File: config.mk
export PLATFORM = sky130hd
export DESIGN_NAME = motor602_deadtime
export DESIGN_NICKNAME = d
export VERILOG_FILES = /design/src/rtl/motor602_dt_pkg.sv /design/src/rtl/motor602_dt_phase.sv /design/src/rtl/motor602_deadtime.sv
export SDC_FILE = /design/constraint.sdc
export NUM_CORES = 1
export LEC_CHECK = 0
export CORE_MARGIN = 10
export CORE_UTILIZATION = 40
export CTS_CLUSTER_SIZE = 30
export DETAILED_ROUTE_END_ITERATION = 16
export PLACE_DENSITY = 0.68
export SYNTH_ARGS = -nofsm -noshare
export SYNTH_HDL_FRONTEND = slang
export SYNTH_SLANG_ARGS = --single-unit
File: constraint.sdc
create_clock -name clkI -period 3.7 [get_ports clkI]
set_input_delay 0.925 -clock clkI [delete_from_list [all_inputs] [get_ports clkI]]
set_output_delay 0.925 -clock clkI [all_outputs]
set_load 0.01 [all_outputs]
File: src/rtl/motor602_dt_pkg.sv
// Shared definitions for the motor602 dead-time inserter: phase FSM state
// encoding, the default dead time and the phase index constants.
package motor602_dt_pkg;

    typedef enum logic [1:0] {
        DT_OFF = 2'b00,
        DT_HON = 2'b01,
        DT_LON = 2'b10
    } dtState_t;

    localparam int DEAD_CYC_DEF = 20;
    localparam int NUM_PH       = 3;
    localparam int SHOOT_CNT_W  = 8;

    localparam int PH_A = 0;
    localparam int PH_B = 1;
    localparam int PH_C = 2;

    // Number of phases raising a new shoot-through event in one cycle.
    function automatic logic [1:0] countOnes3(input logic [2:0] v);
        return {1'b0, v[0]} + {1'b0, v[1]} + {1'b0, v[2]};
    endfunction

endpackage

File: src/rtl/motor602_dt_phase.sv
// One phase of the dead-time inserter: OFF/HON/LON state machine, the
// dead-time counter that gates every on-entry, and the sticky fault flag.
module motor602_dt_phase
    import motor602_dt_pkg::*;
#(
    parameter int DEAD_CYC = DEAD_CYC_DEF,
    parameter int CNT_W    = 8
) (
    input  logic clkI,
    input  logic rstI,
    input  logic enableI,
    input  logic clearI,
    input  logic hReqI,
    input  logic lReqI,
    output logic hGateO,
    output logic lGateO,
    output logic faultO,
    output logic dtBusyO
);

    localparam logic [CNT_W-1:0] DT_LOAD = CNT_W'(DEAD_CYC - 1);

    dtState_t         state;
    logic [CNT_W-1:0] dtCnt;
    logic             fault;

    logic shoot;
    logic dtDone;
    logic hOnOk;
    logic lOnOk;
    logic hOffReq;
    logic lOffReq;

    assign shoot   = hReqI & lReqI;
    assign dtDone  = (dtCnt == '0);
    assign hOnOk   = hReqI & ~lReqI & dtDone & enableI & ~fault;
    assign lOnOk   = lReqI & ~hReqI & dtDone & enableI & ~fault;
    assign hOffReq = ~hReqI | lReqI | ~enableI | shoot;
    assign lOffReq = ~lReqI | hReqI | ~enableI | shoot;

    // A reversal can only go through OFF, so every turn-on sees the full
    // dead time reloaded on the edge that left the previous on-state.
    always_ff @(posedge clkI) begin
        if (rstI) begin
            state <= DT_OFF;
            dtCnt <= DT_LOAD;
            fault <= 1'b0;
        end else begin
            if (shoot) begin
                fault <= 1'b1;
            end else if (clearI) begin
                fault <= 1'b0;
            end

            case (state)
                DT_OFF: begin
                    if (hOnOk) begin
                        state <= DT_HON;
                    end else if (lOnOk) begin
                        state <= DT_LON;
                    end else if (!dtDone) begin
                        dtCnt <= dtCnt - CNT_W'(1);
                    end
                end
                DT_HON: begin
                    if (hOffReq) begin
                        state <= DT_OFF;
                        dtCnt <= DT_LOAD;
                    end
                end
                DT_LON: begin
                    if (lOffReq) begin
                        state <= DT_OFF;
                        dtCnt <= DT_LOAD;
                    end
                end
                default: begin
                    state <= DT_OFF;
                    dtCnt <= DT_LOAD;
                end
            endcase
        end
    end

    assign hGateO  = (state == DT_HON);
    assign lGateO  = (state == DT_LON);
    assign faultO  = fault;
    assign dtBusyO = (state == DT_OFF) & ~dtDone;

endmodule

File: src/rtl/motor602_deadtime.sv
// Three-phase dead-time inserter and shoot-through guard with a saturating
// count of shoot-through events across all phases.
module motor602_deadtime
    import motor602_dt_pkg::*;
#(
    parameter int DEAD_CYC = DEAD_CYC_DEF,
    parameter int CNT_W    = 8
) (
    input  logic                   clkI,
    input  logic                   rstI,
    input  logic                   enableI,
    input  logic                   clearI,
    input  logic [NUM_PH-1:0]      hReqI,
    input  logic [NUM_PH-1:0]      lReqI,
    output logic [NUM_PH-1:0]      hGateO,
    output logic [NUM_PH-1:0]      lGateO,
    output logic [NUM_PH-1:0]      faultO,
    output logic [NUM_PH-1:0]      dtBusyO,
    output logic [SHOOT_CNT_W-1:0] shootCntO
);

    localparam logic [SHOOT_CNT_W:0] CNT_MAX = {1'b0, {SHOOT_CNT_W{1'b1}}};

    logic [NUM_PH-1:0]      shoot;
    logic [NUM_PH-1:0]      shootPrev;
    logic [NUM_PH-1:0]      shootRise;
    logic [SHOOT_CNT_W:0]   cntSum;
    logic [SHOOT_CNT_W-1:0] shootCnt;

    assign shoot     = hReqI & lReqI;
    assign shootRise = shoot & ~shootPrev;
    assign cntSum    = {1'b0, shootCnt} + (SHOOT_CNT_W + 1)'(countOnes3(shootRise));

    motor602_dt_phase #(
        .DEAD_CYC (DEAD_CYC),
        .CNT_W    (CNT_W)
    ) phaseA (
        .clkI    (clkI),
        .rstI    (rstI),
        .enableI (enableI),
        .clearI  (clearI),
        .hReqI   (hReqI[PH_A]),
        .lReqI   (lReqI[PH_A]),
        .hGateO  (hGateO[PH_A]),
        .lGateO  (lGateO[PH_A]),
        .faultO  (faultO[PH_A]),
        .dtBusyO (dtBusyO[PH_A])
    );

    motor602_dt_phase #(
        .DEAD_CYC (DEAD_CYC),
        .CNT_W    (CNT_W)
    ) phaseB (
        .clkI    (clkI),
        .rstI    (rstI),
        .enableI (enableI),
        .clearI  (clearI),
        .hReqI   (hReqI[PH_B]),
        .lReqI   (lReqI[PH_B]),
        .hGateO  (hGateO[PH_B]),
        .lGateO  (lGateO[PH_B]),
        .faultO  (faultO[PH_B]),
        .dtBusyO (dtBusyO[PH_B])
    );

    motor602_dt_phase #(
        .DEAD_CYC (DEAD_CYC),
        .CNT_W    (CNT_W)
    ) phaseC (
        .clkI    (clkI),
        .rstI    (rstI),
        .enableI (enableI),
        .clearI  (clearI),
        .hReqI   (hReqI[PH_C]),
        .lReqI   (lReqI[PH_C]),
        .hGateO  (hGateO[PH_C]),
        .lGateO  (lGateO[PH_C]),
        .faultO  (faultO[PH_C]),
        .dtBusyO (dtBusyO[PH_C])
    );

    // Only new shoot-through events count, one per phase, so a held
    // overlap registers once and the total sticks at full scale.
    always_ff @(posedge clkI) begin
        if (rstI) begin
            shootPrev <= '0;
            shootCnt  <= '0;
        end else begin
            shootPrev <= shoot;
            if (cntSum > CNT_MAX) begin
                shootCnt <= CNT_MAX[SHOOT_CNT_W-1:0];
            end else begin
                shootCnt <= cntSum[SHOOT_CNT_W-1:0];
            end
        end
    end

    assign shootCntO = shootCnt;

endmodule

==> run_results.csv <==
group,metric,value,unit
clock_network,clkTransAtPathRegs,0.08,ns
synthesis,ys_ff_latch,44,
run_status,status,"finished clean",
synthesis,yosys.area.top_type_share,33.44,%
placed_design,io_buffers,29,
power,power,1.059,mW
synthesis,syn_inst,312,
clock_network,clk_path_buf_depth,2,
finish,fin_nets,349,
global_routing,grt_max_degree,17,
finish,final_layout_size_suffix_gt1_share,13.21,%
worst_setup_path,cp.arrival,3.70,ns
timing,timing.final.ws_setup,0.2403,ns
clock_network,htree_levels,2,
synthesis,yosysTopAreaCell,"dfxtp_1",
synthesis,netlist_area,2634,µm²
drt,drt-total-wl,5696,µm
synthesis,yosysSeqAreaShare,33.44,%
worst_setup_path,crit_family,"adder cells",
clock_network,cts-resized-gates,0,
worst_setup_path,cp_num_buf_inv,3,
synthesis,synth_fp_nets,329,
power,leakagePower,1.124,nW
placed_design,gp_congestion,0.7823,
placed_design,placed_area,2952,µm²
worst_setup_path,start_kind,"input port",
die,start_util,41.24,%
global_routing,grt_use_total,11.49,%
clock_network,cts.hold.buffers_added,0,
drt,drc_errors,0,
drt,viasPerCell,5.544,
finish,fillers,622,
drt,vias,2273,
worst_setup_path,worstPathRequired,3.94,ns
die,die_x,101.1,µm
die,ios,30,
worst_setup_path,slowest_stage,"clkdlybuf4s50_1",
job,drv_cap,0,
synthesis,synthTopCellsByArea,"dfxtp_1, a21oi_1, buf_4",
global_routing,grt_pass1_wl,9818,µm
placed_design,place_ws,-0.07294,ns
drt,drtAntennaViolNets,0,
global_routing,antenna_found_initial,0,
synthesis,ys_types,56,
power,ir_drop,0.1593,mV
synthesis,syn_avg_cell_area,8.442,µm²
die,die-area,10230,µm²
clock_network,cts.sink_count,44,
synthesis,synth_edf_count,0,
clock_network,insertion_delay,0.30,ns
timing,finalCritPeriodShare,93.51,%
timing,period_needed,3.460,ns
drt,drt_first_iter_violations,110,
clock_network,root_buffer,"clkbuf_8",
drt,wl_per_cell,13.89,µm
timing,slew_violations,0,
die,core-area,6386,µm²
global_routing,grt_pass1_vias,2145,
placed_design,hpwlAfterDp,4270,µm
timing,rsz0062_at_grt,"false",
synthesis,synth-main-ff-cell,"dfxtp_1",
timing,tightestPinTransition,0.6012,ns
finish,syn_to_final_growth,16.67,%
finish,diodes,0,
drt,drtPass1Iterations,4,
power,powerDensity,344.7,nW/µm²
worst_hold_path,hp-class,"reg2reg",
timing,relSlewSlack,59.55,%
synthesis,ys_warn_count,0,
die,fp-row-count,29,
clock_network,post_cts_buffers,0,
synthesis,async_flop_share,0,%
worst_setup_path,crit_fanout,6,
timing,fin_worst_skew,0.004193,ns
clock_network,cts_made_buffers,5,
timing,hold_viol,0,
global_routing,grt_overflow,0,
worst_setup_path,crit_chain,"clkdlybuf4s50_1 > nand2_1 > or2_2 > fa_1 > inv_1 > ha_1 > inv_1 > fa_1 > nor3_1 > nand4_1 > a21oi_1",
clock_network,cts_tree,"built",
worst_setup_path,end_kind,"register",
die,die_y,101.1,µm
timing,max_freq,289.0,MHz
timing,setup_violations,0,
finish,design_area,3073,µm²
worst_setup_path,max_stage_delay,0.49,ns
worst_setup_path,critPathKind,"in2reg",
[worst reg2reg max path, stage by stage, from the launching register on]
cell and delay (ns):
dfxtp_1 0.30, or2_2 0.31, fa_1 0.46, inv_1 0.07, ha_1 0.16, inv_1 0.05
fa_1 0.38, nor3_1 0.26, nand4_1 0.28, a21oi_1 0.21
[flip-flops by register name (all words and copies together) (netlist names)]
signal,flops
phaseA.dtCnt,8
phaseA.faultO,1
phaseA.state,2
phaseB.dtCnt,8
phaseB.faultO,1
phaseB.state,2
phaseC.dtCnt,8
phaseC.faultO,1
phaseC.state,2
shootCntO,8
shootPrev,3
[path summary, 6_finish.rpt]
| path | startpoint | end | slack (ns) | depth (start not counted) |
|---|---|---|---|---|
| worst min register to register | phaseA.dtCnt[6] | phaseA.dtCnt[6] | 0.49 | 2 |
| worst min-delay path | phaseA.dtCnt[6] | phaseA.dtCnt[6] | 0.49 | 2 |
| worst max-delay path | lReqI[0] | shootCntO[1] | 0.24 | 11 |
| worst max register to register | shootPrev[0] | shootCntO[1] | 1.17 | 9 |
[cell usage in the layout (no fill, tap or decap), drive strengths merged, types with 4 or more instances in the layout]
cell type / instances
a21oi: 22
a31oi: 5
buf: 11
clkbuf: 6
clkdlybuf4s50: 29
dfxtp: 44
ha: 5
inv: 19
nand2: 12
nand2b: 9
nand3: 4
nand3b: 5
nor2: 21
nor2b: 8
nor3: 14
nor4: 7
nor4bb: 4
o21ai: 17
o311ai: 4
o31ai: 10
or2: 8
or3: 12
or4: 11
xnor2: 4
[per-layer routing]
| metal | up-vias | routed length, µm | part of all wire [%] | track usage [%] |
|---|---|---|---|---|
| met5 | - | 0 | 0 | 0 |
| met4 | 0 | 85 | 1.5 | 4.394 |
| met3 | 6 | 315 | 5.5 | 3.540 |
| met2 | 35 | 2424 | 43 | 17.72 |
| met1 | 1059 | 2872 | 50 | 14.65 |
| li1 | 1173 | - | - | - |
[where the power goes]
| part | switching (mW) | total (mW) | internal (mW) | leakage [nW] |
|---|---|---|---|---|
| Clock | 0.170 | 0.390 | 0.221 | 0.0614 |
| Combinational | 0.0781 | 0.154 | 0.0762 | 0.704 |
| Sequential | 0.0183 | 0.514 | 0.496 | 0.358 |
| Total | 0.266 | 1.06 | 0.793 | 1.12 |
[logic make-up after synthesis]
family / after synthesis / synth area share, %
fa+ha+maj: 7 / 3.896
xor+xnor: 6 / 1.995
compound gates: 74 / 18.15
mux: 3 / 1.188
flops: 44 / 33.44
buf+inv: 46 / 8.456
simple gates: 132 / 32.87
[through the flow]
| step | hold slack [ns] | util (%) | instances | setup TNS, ns |
|---|---|---|---|---|
| floorplan | 0.4411 | - | 312 | 0 |
| global placement | 0.4630 | 46.22 | 402 | -0.04638 |
| detailed placement | 0.4728 | 46.22 | 402 | -0.3297 |
| CTS | 0.4873 | 48.12 | 410 | 0 |
| global route | 0.5125 | 48.12 | 410 | 0 |
| finish | 0.4856 | 48.12 | 410 | 0 |
[cell type report]
cell class / count / area [µm²] / share of cell area, %
Tap cell: 77 / 96.34 / 3.135
Timing Repair Buffer: 40 / 372.9 / 12.13
Clock inverter: 2 / 38.79 / 1.262
Inverter: 19 / 71.32 / 2.321
Clock buffer: 6 / 82.58 / 2.687
Sequential cell: 44 / 880.8 / 28.66
Multi-Input combinational cell: 222 / 1530 / 49.80
[synth_stat cells, drive strengths merged, types with 10 or more instances]
master / number
a21oi: 22
buf: 16
clkbuf: 11
dfxtp: 44
inv: 19
nand2: 12
nor2: 21
nor3: 14
o21ai: 17
o31ai: 10
or3: 12
or4: 11
Power figures use the tool's default switching activity.
